--- src/rtl/reg_write_arbiter.sv ---
// Arbitrated single-writer front end for a shared q/qn data register.
// Define REG_ARB_ROUND_ROBIN_EN for round-robin arbitration; otherwise the lowest index wins.
module reg_write_arbiter #(
  parameter int N_REQ = 4,
  parameter int WIDTH = 8
) (
  input  logic                       clk,
  input  logic                       reset,
  input  logic [N_REQ-1:0]           req,
  input  logic [N_REQ*WIDTH-1:0]     wdata,
  output logic [N_REQ-1:0]           gnt,
  output logic [WIDTH-1:0]           q,
  output logic [WIDTH-1:0]           qn,
  output logic                       done,
  output logic [$clog2(N_REQ)-1:0]   last_id,
  output logic                       busy
);

  localparam int IDW = $clog2(N_REQ);

  typedef enum logic [1:0] {
    IDLE   = 2'd0,
    GRANT  = 2'd1,
    COMMIT = 2'd2
  } state_t;

  state_t             state_r, state_s;
  logic [IDW-1:0]     win_r, win_s;
  logic [IDW-1:0]     last_r, last_s;
  logic [N_REQ-1:0]   gnt_r, gnt_s;
  logic [WIDTH-1:0]   q_r, q_s;
  logic [WIDTH-1:0]   qn_r, qn_s;
  logic [WIDTH-1:0]   slice_s;
  logic               done_r;
  logic               busy_r;

`ifdef REG_ARB_ROUND_ROBIN_EN
  logic [IDW-1:0]     ptr_r, ptr_s;

  // Search starts just after the previous winner; scanning backwards leaves the nearest hit in w.
  function automatic logic [IDW-1:0] arbitrate(input logic [N_REQ-1:0] r, input logic [IDW-1:0] ptr);
    logic [IDW-1:0] w;
    logic [IDW-1:0] idx;
    int             c;
    w = {IDW{1'b0}};
    for (int k = N_REQ; k >= 1; k--) begin
      c   = (int'(ptr) + k) % N_REQ;
      idx = IDW'(c);
      if (r[idx]) begin
        w = idx;
      end else begin
        w = w;
      end
    end
    return w;
  endfunction
`else
  function automatic logic [IDW-1:0] arbitrate(input logic [N_REQ-1:0] r);
    logic [IDW-1:0] w;
    logic [IDW-1:0] idx;
    w = {IDW{1'b0}};
    for (int k = N_REQ - 1; k >= 0; k--) begin
      idx = IDW'(k);
      if (r[idx]) begin
        w = idx;
      end else begin
        w = w;
      end
    end
    return w;
  endfunction
`endif

  assign slice_s = WIDTH'(wdata >> (int'(win_r) * WIDTH));

  // Next-state, arbitration and commit datapath.
  always_comb begin
    state_s = state_r;
    win_s   = win_r;
    last_s  = last_r;
    gnt_s   = {N_REQ{1'b0}};
    q_s     = q_r;
    qn_s    = qn_r;
`ifdef REG_ARB_ROUND_ROBIN_EN
    ptr_s   = ptr_r;
`endif
    case (state_r)
      IDLE, COMMIT: begin
        if (req != {N_REQ{1'b0}}) begin
`ifdef REG_ARB_ROUND_ROBIN_EN
          win_s = arbitrate(req, ptr_r);
`else
          win_s = arbitrate(req);
`endif
          gnt_s   = {{(N_REQ-1){1'b0}}, 1'b1} << win_s;
          state_s = GRANT;
        end else begin
          state_s = IDLE;
        end
      end
      GRANT: begin
        q_s     = slice_s;
        qn_s    = ~slice_s;
        last_s  = win_r;
`ifdef REG_ARB_ROUND_ROBIN_EN
        ptr_s   = win_r;
`endif
        state_s = COMMIT;
      end
      default: begin
        state_s = IDLE;
      end
    endcase
  end

  // State and output registers; done and busy are registered from the next state.
  always_ff @(posedge clk) begin
    if (!reset) begin
      state_r <= IDLE;
      win_r   <= {IDW{1'b0}};
      last_r  <= {IDW{1'b0}};
      gnt_r   <= {N_REQ{1'b0}};
      q_r     <= {WIDTH{1'b0}};
      qn_r    <= {WIDTH{1'b1}};
      done_r  <= 1'b0;
      busy_r  <= 1'b0;
`ifdef REG_ARB_ROUND_ROBIN_EN
      ptr_r   <= IDW'(N_REQ - 1);
`endif
    end else begin
      state_r <= state_s;
      win_r   <= win_s;
      last_r  <= last_s;
      gnt_r   <= gnt_s;
      q_r     <= q_s;
      qn_r    <= qn_s;
      done_r  <= (state_s == COMMIT);
      busy_r  <= (state_s != IDLE);
`ifdef REG_ARB_ROUND_ROBIN_EN
      ptr_r   <= ptr_s;
`endif
    end
  end

  assign gnt     = gnt_r;
  assign q       = q_r;
  assign qn      = qn_r;
  assign done    = done_r;
  assign last_id = last_r;
  assign busy    = busy_r;

endmodule

--- config.mk ---
export PLATFORM = sky130hd
export DESIGN_NAME = reg_write_arbiter
export DESIGN_NICKNAME = d
export VERILOG_FILES = /design/src/rtl/reg_write_arbiter.sv
export SDC_FILE = /design/constraint.sdc
export NUM_CORES = 1
export LEC_CHECK = 0
export CAP_MARGIN = 10
export CORE_MARGIN = 4
export CORE_UTILIZATION = 30
export CTS_CLUSTER_SIZE = 10
export DETAILED_ROUTE_END_ITERATION = 12
export HOLD_SLACK_MARGIN = 0.12
export PLACE_DENSITY = 0.75
export SLEW_MARGIN = 20
export SYNTH_ARGS = -nofsm -noshare
export SYNTH_HDL_FRONTEND = slang
export SYNTH_SLANG_ARGS = --single-unit
--- constraint.sdc ---
create_clock -name clk -period 3.7 [get_ports clk]
set_clock_uncertainty 0.2 [all_clocks]
set_input_delay 0.74 -clock clk [delete_from_list [all_inputs] [get_ports clk]]
set_output_delay 0.74 -clock clk [all_outputs]
set_load 0.02 [all_outputs]
=== Word-level counts from Yosys, hierarchy flattened ===
Index checks and enable logic that the tools add are counted.

* Shift-type cells: 2
* Equal/unequal tests: 3
* Bitwise gates (word level): 1
* Reductions and logical operators: 6
* Mux-type cells: 8

{| class="wikitable"
|+ Operators by type and width
! cell !! count
|-
| $shr A32 B5 Y8 || 1
|-
| $mux W2 || 6
|-
| $not A8 Y8 || 1
|-
| $eq A2 B2 Y1 const B || 2
|-
| $pmux W2 S2 || 1
|-
| $reduce_bool A4 Y1 || 1
|-
| $shl A1 B2 Y4 const A || 1
|-
| $reduce_and A3 Y1 || 1
|-
| $eq A2 B1 Y1 const B || 1
|-
| $logic_not A2 Y1 || 1
|-
| $reduce_and A2 Y1 || 1
|-
| $reduce_bool A2 Y1 || 1
|-
| $reduce_or A2 Y1 || 1
|-
| $mux W1 || 1
|}

* Input port bits: 38
* Flip-flop bits (word level): 28
* Output and inout bits: 24
* Word-level logic and storage cells: 28

=== Depth between registers and ports, before layout ===
Gate-level depths: netlist of run 1.

* Depth after elaboration: 7
* Gate-level depth with buffers: 5
* Gate-level depth less buffers: 3

=== Worst setup path before layout of run 1 ===
Ideal clock, no wire load.

* Kind: input -> register
* Start: input port reset
* End: register qn_r[4], in the netlist qn[4]
* Setup slack: 2.021 ns
* Cell stages on the path: 3
* Setup time: 0.122 ns
* Buffers on the path: 1
* Data required time: 3.378 ns
* Arrival: 1.357 ns
* Path through: clkbuf_1 o21ai_0 a221o_1

{| class="wikitable"
|+ RTL lines
! what !! RTL line !! source
|-
| from (decl) || 8 || <nowiki>input logic reset,</nowiki>
|-
| to (signal assigned) || 124 || <nowiki>qn_r <= {WIDTH{1'b1}};</nowiki>
|-
| to (signal assigned) || 136 || <nowiki>qn_r <= qn_s;</nowiki>
|-
| to (decl) || 32 || <nowiki>logic [WIDTH-1:0] qn_r, qn_s;</nowiki>
|}

==> results.cfg, run 1 <==
[timing]
finalCritPeriodShare = 0.656
slew_headroom = 0.350
setup_viol = 0
period_minus_slack_ns = 2.43
finalHoldViolations = 0
worst_pin_slew_ns = 0.974
finalSetupTns_ns = 0
max_freq_ghz = 0.412
hold_slack_ns = 0.262
rsz0062_at_grt = no
report.final.slew_viol_count = 0
setup_ws_ns = 1.27

[floorplanning]
die_x_um = 70.6
die-height_um = 70.6
core_um2 = 3720
num_rows = 22
start_util = 0.316
dieArea_um2 = 4990
pin_count = 62

[clock_tree]
cts_root_buf = clkbuf_8
clk_latency_ns = 0.26
clk_pin_slew_ns = 0.08
cts.sinks = 27
cts.repair.resized = 0
cts_setup_buffers = 0
cts_tree = yes
hold_buffers = 0
clk_path_buf_depth = 2
numCtsBuffers = 3
htreeDepth = 1

[route]
wl_per_cell_um = 13.9
drt_wl_total_mm = 3.09
route.detailed.drc = 0
viasPerCell = 4.84
dr.pass1.iters = 4
drt_iter0_markers = 17
ant_nets = 0
via_count = 1074

[grt]
grt.total_usage = 0.124
grt_max_degree = 24
grt_pass1_vias = 1169
antenna_found_initial = 0
grt_pass1_wl_mm = 5.11
overflow = 0

[finish]
regArea_um2 = 541
multi_input_area_um2 = 566
fillers = 353
antennaDiodeCount = 0
area.growth.synth_to_final_pct = 56.5
num-nets-final = 213
drive_gt1_frac = 0.0747
fin_area_um2 = 1840
fin_cells = 222

[power_and_ir_drop]
vdd_ir_drop_max_mv = 0.150
leakagePower_nw = 0.709
power.density_nw_per_um2 = 359

[yosys]
async_reset_ff_frac = 0
synth_seq_cells = 27
synth.avg_cell_area_um2 = 10.2
yosysMostFrequentCell = dfxtp_1
synth_cells = 115
ys_warn_count = 0
netlist_area_um2 = 1180
synthXorXnorAreaFrac = 0
synth_top_family_by_area = simple AND/OR/NAND/NOR gates
syn-num-nets = 153
synth_seq_area_share = 0.460
yosysUniqueCellTypes = 36
yosysTopAreaCellShare = 0.460
yosys_most_used_dff = dfxtp_1
synth.top_cells.by_count = 27 x dfxtp_1, 12 x mux2i_1, 7 x nand2_1, 6 x nor2_1, 5 x inv_1
synthMuxAreaShare = 0.121
synth_simple_gate_area_frac = 0.182
synthAdderAreaFrac = 0
synth_compound_area_frac = 0.178
synth_edf_count = 0
synth_area_leaders = dfxtp_1 46%, mux2i_1 10%, a31o_2 3.0%, a211oi_1 2.6%, nand2_1 2.2%
synth_top_area_cell = dfxtp_1

[flow_run]
drv_cap = 0

[worst_hold_path]
hp-class = reg -> reg

[worst_setup_path]
cp.required_ns = 3.61
crit_type = in -> reg
path_max_fanout = 23
cp-end-kind = flop
crit_path_start_kind = input pin
worst_ep_arrival_time_ns = 2.34

[placed_design]
portBuffers = 61
gpl.final_weighted_congestion = 0.766
dp_hpwl_mm = 2.46
place_area_um2 = 1800
dp_slack_ns = 0.994
dp.cells = 218

[run_status]
status = finished clean
critical path, cell delays in order:
cell,delay [ns]
clkdlybuf4s50_1,0.92
nand4b_1,0.29
o22ai_1,0.30
a31oi_1,0.08
state kept, by name, summed over array words and instances (netlist names):
register and cells:
q 8, qn 8, gnt 4, last_id 2, state_r 2, win_r 2, busy 1
logic make-up (layout without fill, tap and decap cells):
kind of cell | after synthesis | count (layout)
flip-flops | 27 | 27
AND/OR/NAND/NOR | 34 | 34
buffers and inverters | 11 | 70
AO/OA/AOI/OAI | 29 | 29
multiplexers | 14 | 14
metrics by stage:
step | util | power (mW)
2_1_floorplan | - | 0.422
3_3_place_gp | 0.483 | 0.507
3_5_place_dp | 0.483 | 0.510
4_1_cts | 0.495 | 0.667
5_1_grt | 0.495 | 0.692
6_report | 0.495 | 0.660
cell type report:
| class | count | share of cell area |
|---|---|---|
| clock buffer | 4 | 0.0245 |
| inverter | 5 | 0.0102 |
| multi-input combinational | 77 | 0.307 |
| sequential | 27 | 0.294 |
| tap | 48 | 0.0326 |
| timing repair buffer | 61 | 0.332 |
layer usage:
metal | routed length (um) | part of all wire | vias up | GRT usage
met5 | 0 | 0 | - | 0
met4 | 48 | 0.016 | 0 | 0.0522
met3 | 252 | 0.082 | 4 | 0.0412
met2 | 1410 | 0.46 | 46 | 0.205
met1 | 1380 | 0.45 | 484 | 0.148
li1 | - | - | 540 | -
report_power, final:
group	internal [mW]	switching (mW)
clock network	0.0768	0.0822
registers	0.313	0.0212
logic	0.0984	0.0690
final timing paths:
check / endpoint / slack (ns) / depth (start not counted) / startpoint
hold reg to reg: qn[3] / 0.26 / 2 / qn[3]
setup reg to reg: q[4] / 1.67 / 3 / win_r[0]
setup / recovery: qn[2] / 1.27 / 4 / reset
hold / removal: qn[3] / 0.26 / 2 / qn[3]
cells in the final DEF (no fill, tap or decap), drive strengths merged, types with 2 or more instances in the layout:
master,Yosys,layout
and2b,3,3
a211oi,4,4
nand4b,3,3
o21ai,5,5
and2,3,3
mux2i,12,12
nor3b,4,4
inv,5,5
mux2,2,2
nand2,7,7
clkbuf,2,4
a31o,4,4
a21boi,2,2
clkdlybuf4s50,0,61
dfxtp,27,27
a221o,2,2
a31oi,4,4
o22ai,4,4
nor2,6,6
nor2b,2,2
Note: power is estimated with default switching activity, not from simulation.
==> run 2, diff against run 1 <==
- PLACE_DENSITY: 0.75 -> 0.77
- clock period: 3.7 -> 2 ns (I/O delays scaled with it)
==> results.cfg, run 2 (synthesized netlist as in run 1, its figures left out) <==
[clock_tree]
cts_tree = yes
clk_latency_ns = 0.26
cts.sinks = 27
numCtsBuffers = 3
htreeDepth = 1
cts_root_buf = clkbuf_8
clk_pin_slew_ns = 0.09
clk_path_buf_depth = 2
cts_setup_buffers = 0

[worst_setup_path]
cp.required_ns = 1.40
slowest_stage = clkdlybuf4s50_1
crit_path_start_kind = flop
worst_ep_arrival_time_ns = 1.25
crit_buf_inv = 1
max_stage_delay_ns = 0.62
r2r-start = state_r[0]
startpoint = last_id[1]
timing.critical_path.cells = clkdlybuf4s50_1
reg2reg_depth = 3
crit_type = reg -> out
path_max_fanout = 2
reg2reg_setup_slack_ns = 0.39
cp-end-kind = primary output
cp_top_family = buffers and inverters
reg2reg_to = q[7]

[floorplanning]
die_x_um = 70.6
core_um2 = 3720
dieArea_um2 = 4990
num_rows = 22
start_util = 0.316
die-height_um = 70.6
pin_count = 62

[finish]
num-nets-final = 218
drive_gt1_frac = 0.106
mostFrequentLayoutCells = 60 x clkdlybuf4s50_1, 27 x dfxtp_1, 12 x mux2i_1
final_common_cell = clkdlybuf4s50_1
antennaDiodeCount = 0
utilization = 0.506
area.growth.synth_to_final_pct = 60.0

[timing]
report.final.slew_viol_count = 0
finalSetupTns_ns = 0
period_minus_slack_ns = 1.85
max_freq_ghz = 0.540
setup_viol = 0
finalHoldViolations = 0
worst_pin_slew_ns = 0.441
rsz0062_at_grt = no
finalCritPeriodShare = 0.926
slew_headroom = 0.705

[flow_run]
drv_cap = 0

[power_and_ir_drop]
vdd_ir_drop_max_mv = 0.253
power.density_nw_per_um2 = 657
leakagePower_nw = 0.753

[placed_design]
dp_hpwl_mm = 2.45
portBuffers = 61
gpl.final_weighted_congestion = 0.780

[route]
dr.pass1.iters = 4
wl_per_cell_um = 13.7
drt_iter0_markers = 64
ant_nets = 0
via_count = 1090
wl_met2_mm = 1.32
viasPerCell = 4.80
top_layer = met4
dr_wl_met3_um = 324
drt_wl_total_mm = 3.11
met1_length_mm = 1.46
route.detailed.drc = 0

[run_status]
status = finished clean

[grt]
grt_pass1_vias = 1126
grt_pass1_wl_mm = 5.09
overflow = 0
grt_max_degree = 16
grt.total_usage = 0.124
antenna_found_initial = 0

[worst_hold_path]
worstHoldStart = qn[0]
holdPathStages = 2
hp-class = reg -> reg
holdPathEnd = qn[0]
-- run 2: changes by cell type in the layout (fill, tap and decap cells not counted), sizes merged --
cell,change
dlymetal6s2s,+1
clkinv,+1
buf,+5
clkdlybuf4s50,-1
clkbuf,-1
-- run 2: report_power, final --
part	leakage, nW	switching [mW]	internal [mW]
clock	0.0255	0.161	0.139
combinational	0.505	0.142	0.189
sequential	0.222	0.0266	0.579
-- run 2: repair_timing --
item | in CTS | in global routing
setup endpoints to repair | 0 | 1
gates resized for setup | 0 | 1
hold buffers | 0 | 0
-- run 2: per-layer routing --
metal / vias to the layer above / GRT usage
li1: 553 / -
met1: 489 / 0.155
met2: 46 / 0.205
met3: 2 / 0.0511
met4: 0 / 0.0188
met5: - / 0
-- run 2: metrics by stage --
| stage | std cells | area [um^2] | power (mW) | hold slack, ns | worst slack, ns |
|---|---|---|---|---|---|
| final | 227 | 1880 | 1.24 | 0.268 | 0.148 |
| after global placement | 223 | 1830 | 0.947 | 0.252 | 0.179 |
| after CTS | 227 | 1880 | 1.26 | 0.272 | 0.0406 |
| after floorplan | 115 | 1180 | 0.780 | 0.276 | 0.604 |
| after global routing | 227 | 1880 | 1.30 | 0.308 | 0.103 |
| after detailed placement | 223 | 1830 | 0.951 | 0.257 | 0.131 |
-- run 2: how the worst max path moves through the flow --
| stage | to | slack [ns] | depth (start not counted) |
|---|---|---|---|
| final | last_id[1] | 0.15 | 1 |
| after global routing | qn[6] | 0.10 | 1 |
| after CTS | done | 0.04 | 1 |
| after detailed placement | gnt[3] | 0.13 | 4 |
| after global placement | busy | 0.18 | 4 |
| after floorplan | q[2] | 0.60 | 5 |
-- run 2: final cells by class --
class / instances / area (um^2)
inverter: 5 / 18.8
tap: 48 / 60.1
multi-input combinational: 77 / 566
timing repair buffer: 66 / 651
sequential: 27 / 541
clock buffer: 3 / 41.3
fill: 369 / 1830
clock inverter: 1 / 5.00
==> run 3, diff against run 2 <==
- CORE_MARGIN: 4 -> 1.5
- CTS_CLUSTER_DIAMETER: default -> 50
- PLACE_DENSITY: 0.77 -> 0.75
- clock period: 2 -> 2.1 ns (I/O delays scaled with it)
==> results.cfg, run 3 (synthesized netlist as in run 1, its figures left out) <==
[grt]
grt_max_degree = 19
grt.total_usage = 0.152
antenna_found_initial = 0
grt_pass1_vias = 1152
grt_pass1_wl_mm = 4.93
overflow = 0

[floorplanning]
die_x_um = 65.6
core_um2 = 3720
num_rows = 22
dieArea_um2 = 4310
pin_count = 62
start_util = 0.316
die-height_um = 65.6

[worst_setup_path]
path_max_fanout = 7
reg2reg_depth = 2
crit_path_start_kind = flop
crit_buf_inv = 1
cp-end-kind = primary output
crit_type = reg -> out
cp_top_family = buffers and inverters
slowest_stage = clkdlybuf4s50_1
worst_ep_arrival_time_ns = 1.37
cp.required_ns = 1.48
r2r-start = state_r[0]
timing.critical_path.cells = clkdlybuf4s50_1
max_stage_delay_ns = 0.64
cp.depth = 1
startpoint = state_r[1]

[clock_tree]
clk_path_buf_depth = 2
cts.sinks = 27
numCtsBuffers = 3
cts_root_buf = clkbuf_8
cts_tree = yes
clk_pin_slew_ns = 0.10
cts_setup_buffers = 0
hold_buffers = 0
clk_latency_ns = 0.28
htreeDepth = 1
cts.repair.resized = 0

[route]
drt_iter0_markers = 16
dr.pass1.iters = 7
route.detailed.drc = 0
wl_per_cell_um = 14.3
drt_wl_total_mm = 3.21
ant_nets = 0
via_count = 1129
viasPerCell = 5.02

[power_and_ir_drop]
p_int_mw = 0.866
vdd_ir_drop_max_mv = 0.258
swShare = 0.277
leakagePower_nw = 0.727
pwr-share-seq = 0.482
power.density_nw_per_um2 = 638
p_clk_frac = 0.254
p_comb_frac = 0.264
switching_power_mw = 0.332

[worst_hold_path]
hp-class = reg -> reg
holdPathStages = 2
worstHoldStart = qn[2]

[finish]
drive_gt1_frac = 0.0960
regArea_um2 = 541
num-nets-final = 216
multi_input_area_um2 = 566
fin_cells = 225
final_common_cell = clkdlybuf4s50_1
fillers = 348
mostFrequentLayoutCells = 61 x clkdlybuf4s50_1, 27 x dfxtp_1, 12 x mux2i_1
antennaDiodeCount = 0
area.growth.synth_to_final_pct = 59.8

[timing]
setup_viol = 0
max_freq_ghz = 0.502
report.final.slew_viol_count = 0
worst_pin_slew_ns = 0.542
period_minus_slack_ns = 1.99
finalHoldViolations = 0
rsz0062_at_grt = no
finalCritPeriodShare = 0.948
finalSetupTns_ns = 0
slew_headroom = 0.639

[flow_run]
drv_cap = 0

[placed_design]
dp_hpwl_mm = 2.47
gpl.final_weighted_congestion = 0.842
dp.cells = 221
portBuffers = 61

[run_status]
status = finished clean
==> run 3: cell types whose count changed in the layout (fill, tap and decap cells not counted) <==
cell,change
dlymetal6s2s_1,-1
clkdlybuf4s50_1,+1
clkinv_2,-1
buf_12,+1
buf_4,-3
clkinvlp_4,+1
==> run 3: area by class of cell <==
| class | count | area share |
|---|---|---|
| Clock inverter | 1 | 0.00399 |
| Clock buffer | 3 | 0.0220 |
| Multi-Input combinational cell | 77 | 0.301 |
| Inverter | 5 | 0.00999 |
| Tap cell | 48 | 0.0320 |
| Timing Repair Buffer | 64 | 0.344 |
| Sequential cell | 27 | 0.288 |
==> run 3: final timing paths <==
check	end	slack (ns)
hold reg to reg	qn[2]	0.27
setup reg to reg	qn[4]	0.40
hold / removal	qn[2]	0.27
setup / recovery	done	0.11
==> run 3: metrics by stage <==
step	setup WS (ns)	total power, mW	instance area [um^2]	hold slack (ns)	util
2_1_floorplan	0.704	0.743	1180	0.296	-
3_3_place_gp	0.234	0.898	1830	0.252	0.493
3_5_place_dp	0.125	0.908	1830	0.257	0.493
4_1_cts	0.0996	1.20	1880	0.272	0.506
5_1_grt	0.0504	1.25	1880	0.293	0.506
6_report	0.109	1.20	1880	0.273	0.506
==> run 3: power groups by stage <==
stage | registers [mW] | logic (mW) | clock network (mW)
after floorplan | 0.625 | 0.118 | 0
after global placement | 0.589 | 0.309 | 0
after detailed placement | 0.590 | 0.318 | 0
after CTS | 0.578 | 0.320 | 0.305
after global routing | 0.583 | 0.341 | 0.324
final | 0.578 | 0.316 | 0.304
==> run 3: routing by layer <==
metal	vias up	part of all wire	track usage
met1	525	0.39	0.153
met5	-	0	0
li1	548	-	-
met4	0	0.018	0.107
met2	52	0.53	0.279
met3	4	0.066	0.0291
